$ cat config.mk
export PLATFORM = sky130hd
export DESIGN_NAME = reg_xfer_bank
export DESIGN_NICKNAME = d
export VERILOG_FILES = /design/src/rtl/reg_xfer_bank.sv
export SDC_FILE = /design/constraint.sdc
export NUM_CORES = 1
export LEC_CHECK = 0
export CAP_MARGIN = 0
export CORE_ASPECT_RATIO = 1.5
export CORE_MARGIN = 1.5
export CORE_UTILIZATION = 57
export DETAILED_ROUTE_END_ITERATION = 7
export PLACE_DENSITY_LB_ADDON = 0.05
export SLEW_MARGIN = 20
export SYNTH_ARGS = -nofsm -noshare
export SYNTH_HDL_FRONTEND = slang
export SYNTH_SLANG_ARGS = --single-unit
$ cat constraint.sdc
create_clock -name clk -period 3.9 [get_ports clk]
set_clock_uncertainty 0.1 [all_clocks]
set_input_delay 0.78 -clock clk [delete_from_list [all_inputs] [get_ports clk]]
set_output_delay 0.78 -clock clk [all_outputs]
set_load 0.005 [all_outputs]
$ cat src/rtl/reg_xfer_bank.sv
// reg_xfer_bank: bank of NREG registers, WIDTH bits each, driven by a
// valid/ready command interface. Single-cycle LOAD/MOVE/ADD/CLR/SHL/SHR/NOP;
// SWAP runs over three edges through an internal temp register.
module reg_xfer_bank #(
    parameter int WIDTH = 4,
    parameter int NREG  = 4,
    localparam int AW   = (NREG <= 2) ? 1 : $clog2(NREG)
) (
    input  logic             clk,
    input  logic             rst,
    input  logic             cmd_valid,
    output logic             cmd_ready,
    input  logic [2:0]       cmd_op,
    input  logic [AW-1:0]    cmd_src,
    input  logic [AW-1:0]    cmd_dst,
    input  logic [WIDTH-1:0] cmd_data,
    input  logic [AW-1:0]    rd_sel,
    output logic [WIDTH-1:0] rd_data,
    output logic             busy,
    output logic             done,
    output logic             err,
    output logic             carry
);
    localparam logic [AW:0] LP_NREG = (AW+1)'(NREG);

    localparam logic [2:0] OP_NOP  = 3'd0;
    localparam logic [2:0] OP_LOAD = 3'd1;
    localparam logic [2:0] OP_MOVE = 3'd2;
    localparam logic [2:0] OP_SWAP = 3'd3;
    localparam logic [2:0] OP_ADD  = 3'd4;
    localparam logic [2:0] OP_CLR  = 3'd5;
    localparam logic [2:0] OP_SHL  = 3'd6;
    localparam logic [2:0] OP_SHR  = 3'd7;

    typedef enum logic [1:0] {IDLE, SWAP_A, SWAP_B} state_t;

    state_t           r_state;
    logic [WIDTH-1:0] r_regs [NREG];
    logic [WIDTH-1:0] r_tmp;
    logic [AW-1:0]    r_src;
    logic [AW-1:0]    r_dst;
    logic             r_carry;
    logic             r_done;
    logic             r_err;

    state_t           w_next;
    logic             w_accept;
    logic             w_ok;
    logic [AW-1:0]    w_sel_src;
    logic [AW-1:0]    w_sel_dst;
    logic [WIDTH-1:0] w_src_val;
    logic [WIDTH-1:0] w_dst_val;
    logic [WIDTH:0]   w_sum;
    logic             w_wr_en;
    logic [AW-1:0]    w_wr_idx;
    logic [WIDTH-1:0] w_wr_val;
    logic             w_carry_en;
    logic             w_tmp_en;
    logic             w_done_n;
    logic             w_err_n;

    assign cmd_ready = (r_state == IDLE) & ~rst;
    assign busy      = (r_state != IDLE);
    assign done      = r_done;
    assign err       = r_err;
    assign carry     = r_carry;
    assign w_accept  = cmd_valid & cmd_ready;

    // In IDLE operands come from the command; during a swap from the latched indices.
    assign w_sel_src = (r_state == IDLE) ? cmd_src : r_src;
    assign w_sel_dst = (r_state == IDLE) ? cmd_dst : r_dst;
    assign w_sum     = {1'b0, w_dst_val} + {1'b0, w_src_val};

    // Operand and read-port muxes; unmatched (out-of-range) indices read as 0.
    always_comb begin
        w_src_val = '0;
        w_dst_val = '0;
        rd_data   = '0;
        for (int i = 0; i < NREG; i++) begin
            if (w_sel_src == AW'(i)) w_src_val = r_regs[i];
            if (w_sel_dst == AW'(i)) w_dst_val = r_regs[i];
            if (rd_sel == AW'(i))    rd_data   = r_regs[i];
        end
    end

    // Range check: dst for every op but NOP, src too for MOVE/SWAP/ADD.
    always_comb begin
        w_ok = 1'b1;
        if (cmd_op != OP_NOP) begin
            if ({1'b0, cmd_dst} >= LP_NREG) w_ok = 1'b0;
            if ((cmd_op == OP_MOVE || cmd_op == OP_SWAP || cmd_op == OP_ADD) &&
                ({1'b0, cmd_src} >= LP_NREG)) w_ok = 1'b0;
        end
    end

    // Next-state and datapath control decode.
    always_comb begin
        w_next     = r_state;
        w_wr_en    = 1'b0;
        w_wr_idx   = w_sel_dst;
        w_wr_val   = '0;
        w_carry_en = 1'b0;
        w_tmp_en   = 1'b0;
        w_done_n   = 1'b0;
        w_err_n    = 1'b0;
        case (r_state)
            IDLE: begin
                if (w_accept) begin
                    if (!w_ok) begin
                        w_err_n = 1'b1;
                    end else begin
                        w_done_n = (cmd_op != OP_SWAP);
                        case (cmd_op)
                            OP_LOAD: begin w_wr_en = 1'b1; w_wr_val = cmd_data; end
                            OP_MOVE: begin w_wr_en = 1'b1; w_wr_val = w_src_val; end
                            OP_SWAP: begin w_tmp_en = 1'b1; w_next = SWAP_A; end
                            OP_ADD: begin
                                w_wr_en    = 1'b1;
                                w_wr_val   = w_sum[WIDTH-1:0];
                                w_carry_en = 1'b1;
                            end
                            OP_CLR:  begin w_wr_en = 1'b1; w_wr_val = '0; end
                            OP_SHL:  begin w_wr_en = 1'b1; w_wr_val = w_dst_val << 1; end
                            OP_SHR:  begin w_wr_en = 1'b1; w_wr_val = w_dst_val >> 1; end
                            default: ;
                        endcase
                    end
                end
            end
            SWAP_A: begin
                w_wr_en  = 1'b1;
                w_wr_idx = r_src;
                w_wr_val = w_dst_val;
                w_next   = SWAP_B;
            end
            SWAP_B: begin
                w_wr_en  = 1'b1;
                w_wr_idx = r_dst;
                w_wr_val = r_tmp;
                w_done_n = 1'b1;
                w_next   = IDLE;
            end
            default: w_next = IDLE;
        endcase
    end

    // State, register bank, temp, carry and status pulses; reset aborts any swap.
    always_ff @(posedge clk) begin
        if (rst) begin
            r_state <= IDLE;
            r_tmp   <= '0;
            r_src   <= '0;
            r_dst   <= '0;
            r_carry <= 1'b0;
            r_done  <= 1'b0;
            r_err   <= 1'b0;
            for (int i = 0; i < NREG; i++) r_regs[i] <= '0;
        end else begin
            r_state <= w_next;
            r_done  <= w_done_n;
            r_err   <= w_err_n;
            if (w_tmp_en) begin
                r_tmp <= w_src_val;
                r_src <= cmd_src;
                r_dst <= cmd_dst;
            end
            if (w_carry_en) r_carry <= w_sum[WIDTH];
            for (int i = 0; i < NREG; i++) begin
                if (w_wr_en && (w_wr_idx == AW'(i))) r_regs[i] <= w_wr_val;
            end
        end
    end
endmodule

==> flow_summary.toml <==
[placed_design]
place_hpwl_mm = 5.011
numPortBuffers = 23
gp_congestion = 0.9970
place_inst = 336
post_dp_cell_area_um2 = 2701
dp_slack_ps = -130.7

[detailed_routing]
ant_nets = 0
dr_wl_met3_um = 507
vias = 2220
drtIter0Drc = 129
via_per_inst = 6.510
met2_wirelength_mm = 3.207
drt_wl_total_mm = 6.540
post-route-drc-count = 0
wl_per_cell_um = 19.18
met1_length_mm = 2.612
top_layer_used = "met4"
drtPass1Iterations = 4

[sta]
rsz0062_at_grt = "false"
setup_violations = 0
hold_ws_ps = 405.8
slew_headroom_pct = 60.41
slew_viol_final = 0
tightest_slew_ps = 587.6
worst_slack_ps = 83.94
period_minus_slack_ps = 3816
max_freq_ghz = 0.2621
final.setup.tns_ps = 0
min_period_over_period_pct = 97.85
finalHoldViolations = 0

[floorplan]
rows = 27
fp.dieW_um = 54.50
ios = 25
start_util_pct = 60.46
core_um2 = 3750
die_area_um2 = 4373
dieHeight_um = 80.24

[cts]
cts_buffer_depth = 2
clk_pin_slew_ps = 100
insertion_delay_ps = 280
cts.sinks = 28
cts_tree = "done"
numCtsBuffers = 3
cts-root-buf = "clkbuf_8"
cts_hold_buf = 0
h-tree-depth = 1

[worst_setup_path]
cp-start-kind = "primary input"
crit_path_end_kind = "flip-flop"
path_max_fanout = 4
required_ps = 3840
crit_arrival_ps = 3760
crit_type = "primary input to flip-flop"
r2r_slack_ps = 150

[hold_path]
hp-class = "flip-flop to flip-flop"

[power]
p_comb_share_pct = 33.1
p_int_mw = 0.6044
peakVddDrop_mv = 0.3796
p_sw_mw = 0.2555
p_seq_share_pct = 39.7
totalPowerFinal_mw = 0.8599
swShare_pct = 29.71
p_clk_share_pct = 27.3
p_leak_nw = 1.074
cellPowerDensity_nw_per_um2 = 307.6

[grt]
track_usage_pct = 32.44
grt_pass1_vias = 2088
grt_max_degree = 17
grt_pass1_wl_mm = 10.19
grt_antenna_before_repair = 0
overflow = 0

[yosys]
synth-edff-count = 16
syn_inst = 253
syn_area_um2 = 2267
yosysTopAreaCell = "edfxtp_1"
synth-async-reset-ratio_pct = 0
ys_warn_count = 0
avgSynthCellArea_um2 = 8.961
yosys-top-cells-area = "edfxtp_1 21%, dfxtp_1 11%, mux2i_1 5.3%"
ys_types = 63
synth-seq-area-share_pct = 31.79
synth_nets = 279
ys.flop_type = "edfxtp_1"
ys_ff_latch = 28
synth_top_area_share_pct = 21.19

[final_layout]
n_antenna_cell = 0
fin_area_um2 = 2795
area_growth_pct = 23.29
fin_cells = 341
layout-drive-gt1-share_pct = 16.11
utilization_pct = 74.54
fin_nets = 325

[job]
max-cap-violations = 0

[run_status]
outcome = "completed"
metal layers:
| metal | vias to the layer above | GRT usage [%] |
|---|---|---|
| li1 | 1044 | - |
| met1 | 1043 | 42.10 |
| met2 | 112 | 53.25 |
| met4 | 0 | 12.25 |
| met5 | - | 0 |
| met3 | 21 | 4.461 |
state kept, by name, indices dropped and copies added (netlist names):
register and cells:
carry 1, r_dst 2, done 1, r_tmp 4
r_regs 16, r_state 2, r_src 2
synth_stat cells, types with 2 or more instances:
cell type	number
nor2_1	28
o21ai_0	17
a21oi_1	16
edfxtp_1	16
nand2_1	16
dfxtp_1	12
mux2i_1	12
inv_1	11
ha_1	9
nor2b_1	9
clkbuf_1	8
nand2b_1	8
mux4_2	5
nand3_1	5
a22oi_1	4
a31oi_1	4
and3_1	4
or3_1	4
a2bb2oi_1	3
a32oi_1	3
nand3b_1	3
nor4_1	3
o22a_1	3
a211oi_1	2
a21o_1	2
and3b_1	2
and4_1	2
buf_6	2
nand4_1	2
nor3_1	2
o211ai_1	2
o21a_1	2
o32ai_1	2
timing repair:
item | CTS | global route
setup buffers | 0 | 1
gates resized for setup | 0 | 1
endpoints found under the setup margin | 0 | 8
cell type report:
cell class,instances,area [µm²]
fillers,295,954.7
clock buffers,3,41.29
flip-flops and latches,28,720.7
multi-input cells,203,1448
repair buffers,52,460.4
clock inverters,1,30.03
inverters,11,41.29
well taps,43,53.80
layout by cell type (no fill, tap or decap), drive strengths merged, types with 2 or more instances in the layout:
cell type      count
nand3              5
ha                 9
o32ai              2
a211oi             3
and4               2
a21oi             16
a21boi             2
a31oi              4
a2bb2oi            3
clkdlybuf4s50     23
a21o               2
nand2             16
mux4               5
dfxtp             12
mux2               2
a22oi              4
o21a               2
edfxtp            16
mux2i             13
o21ai             19
nor4               3
nor3               3
buf               29
o211ai             2
nand2b             8
and3               4
o22a               3
nand4              2
nor2b              9
nand3b             3
nor2              29
or3                4
a32oi              3
clkbuf             3
inv               11
and3b              2
worst max-delay path, cell delays in order:
cell,delay (ps)
clkdlybuf4s50_1,460
mux2i_4,250
buf_12,150
mux2_4,310
nor2_1,90
a21oi_1,70
ha_1,340
and3_1,210
or3_1,340
a32oi_1,240
nor3_1,90
and4b_1,360
nor2_1,70
power by group through the flow:
stage / Combinational [mW] / Clock, mW / Sequential [mW]
2_1_floorplan: 0.166 / 0 / 0.340
5_1_grt: 0.307 / 0.245 / 0.342
3_5_place_dp: 0.272 / 0 / 0.347
4_1_cts: 0.275 / 0.233 / 0.340
6_report: 0.285 / 0.234 / 0.341
3_3_place_gp: 0.272 / 0 / 0.346
kinds of logic after synthesis:
group                    after synthesis  synth area share, %
AND/OR/NAND/NOR                       97                22.90
buffers and inverters                 22                4.470
adder cells (fa/ha/maj)               10                5.850
multiplexers                          20                12.42
other                                  1               0.1654
XOR/XNOR                               1               0.3864
AO/OA/AOI/OAI                         74                22.02
flip-flops                            28                31.79
path summary, 6_finish.rpt:
path                   start            to  cells past startpoint
hold reg to reg     r_tmp[1]      r_tmp[1]                      2
setup reg to reg  r_state[0]  r_regs[3][3]                     14
setup / recovery  cmd_src[0]  r_regs[3][3]                     13
hold / removal      r_tmp[1]      r_tmp[1]                      2
Note: power is estimated with default switching activity, not from simulation.
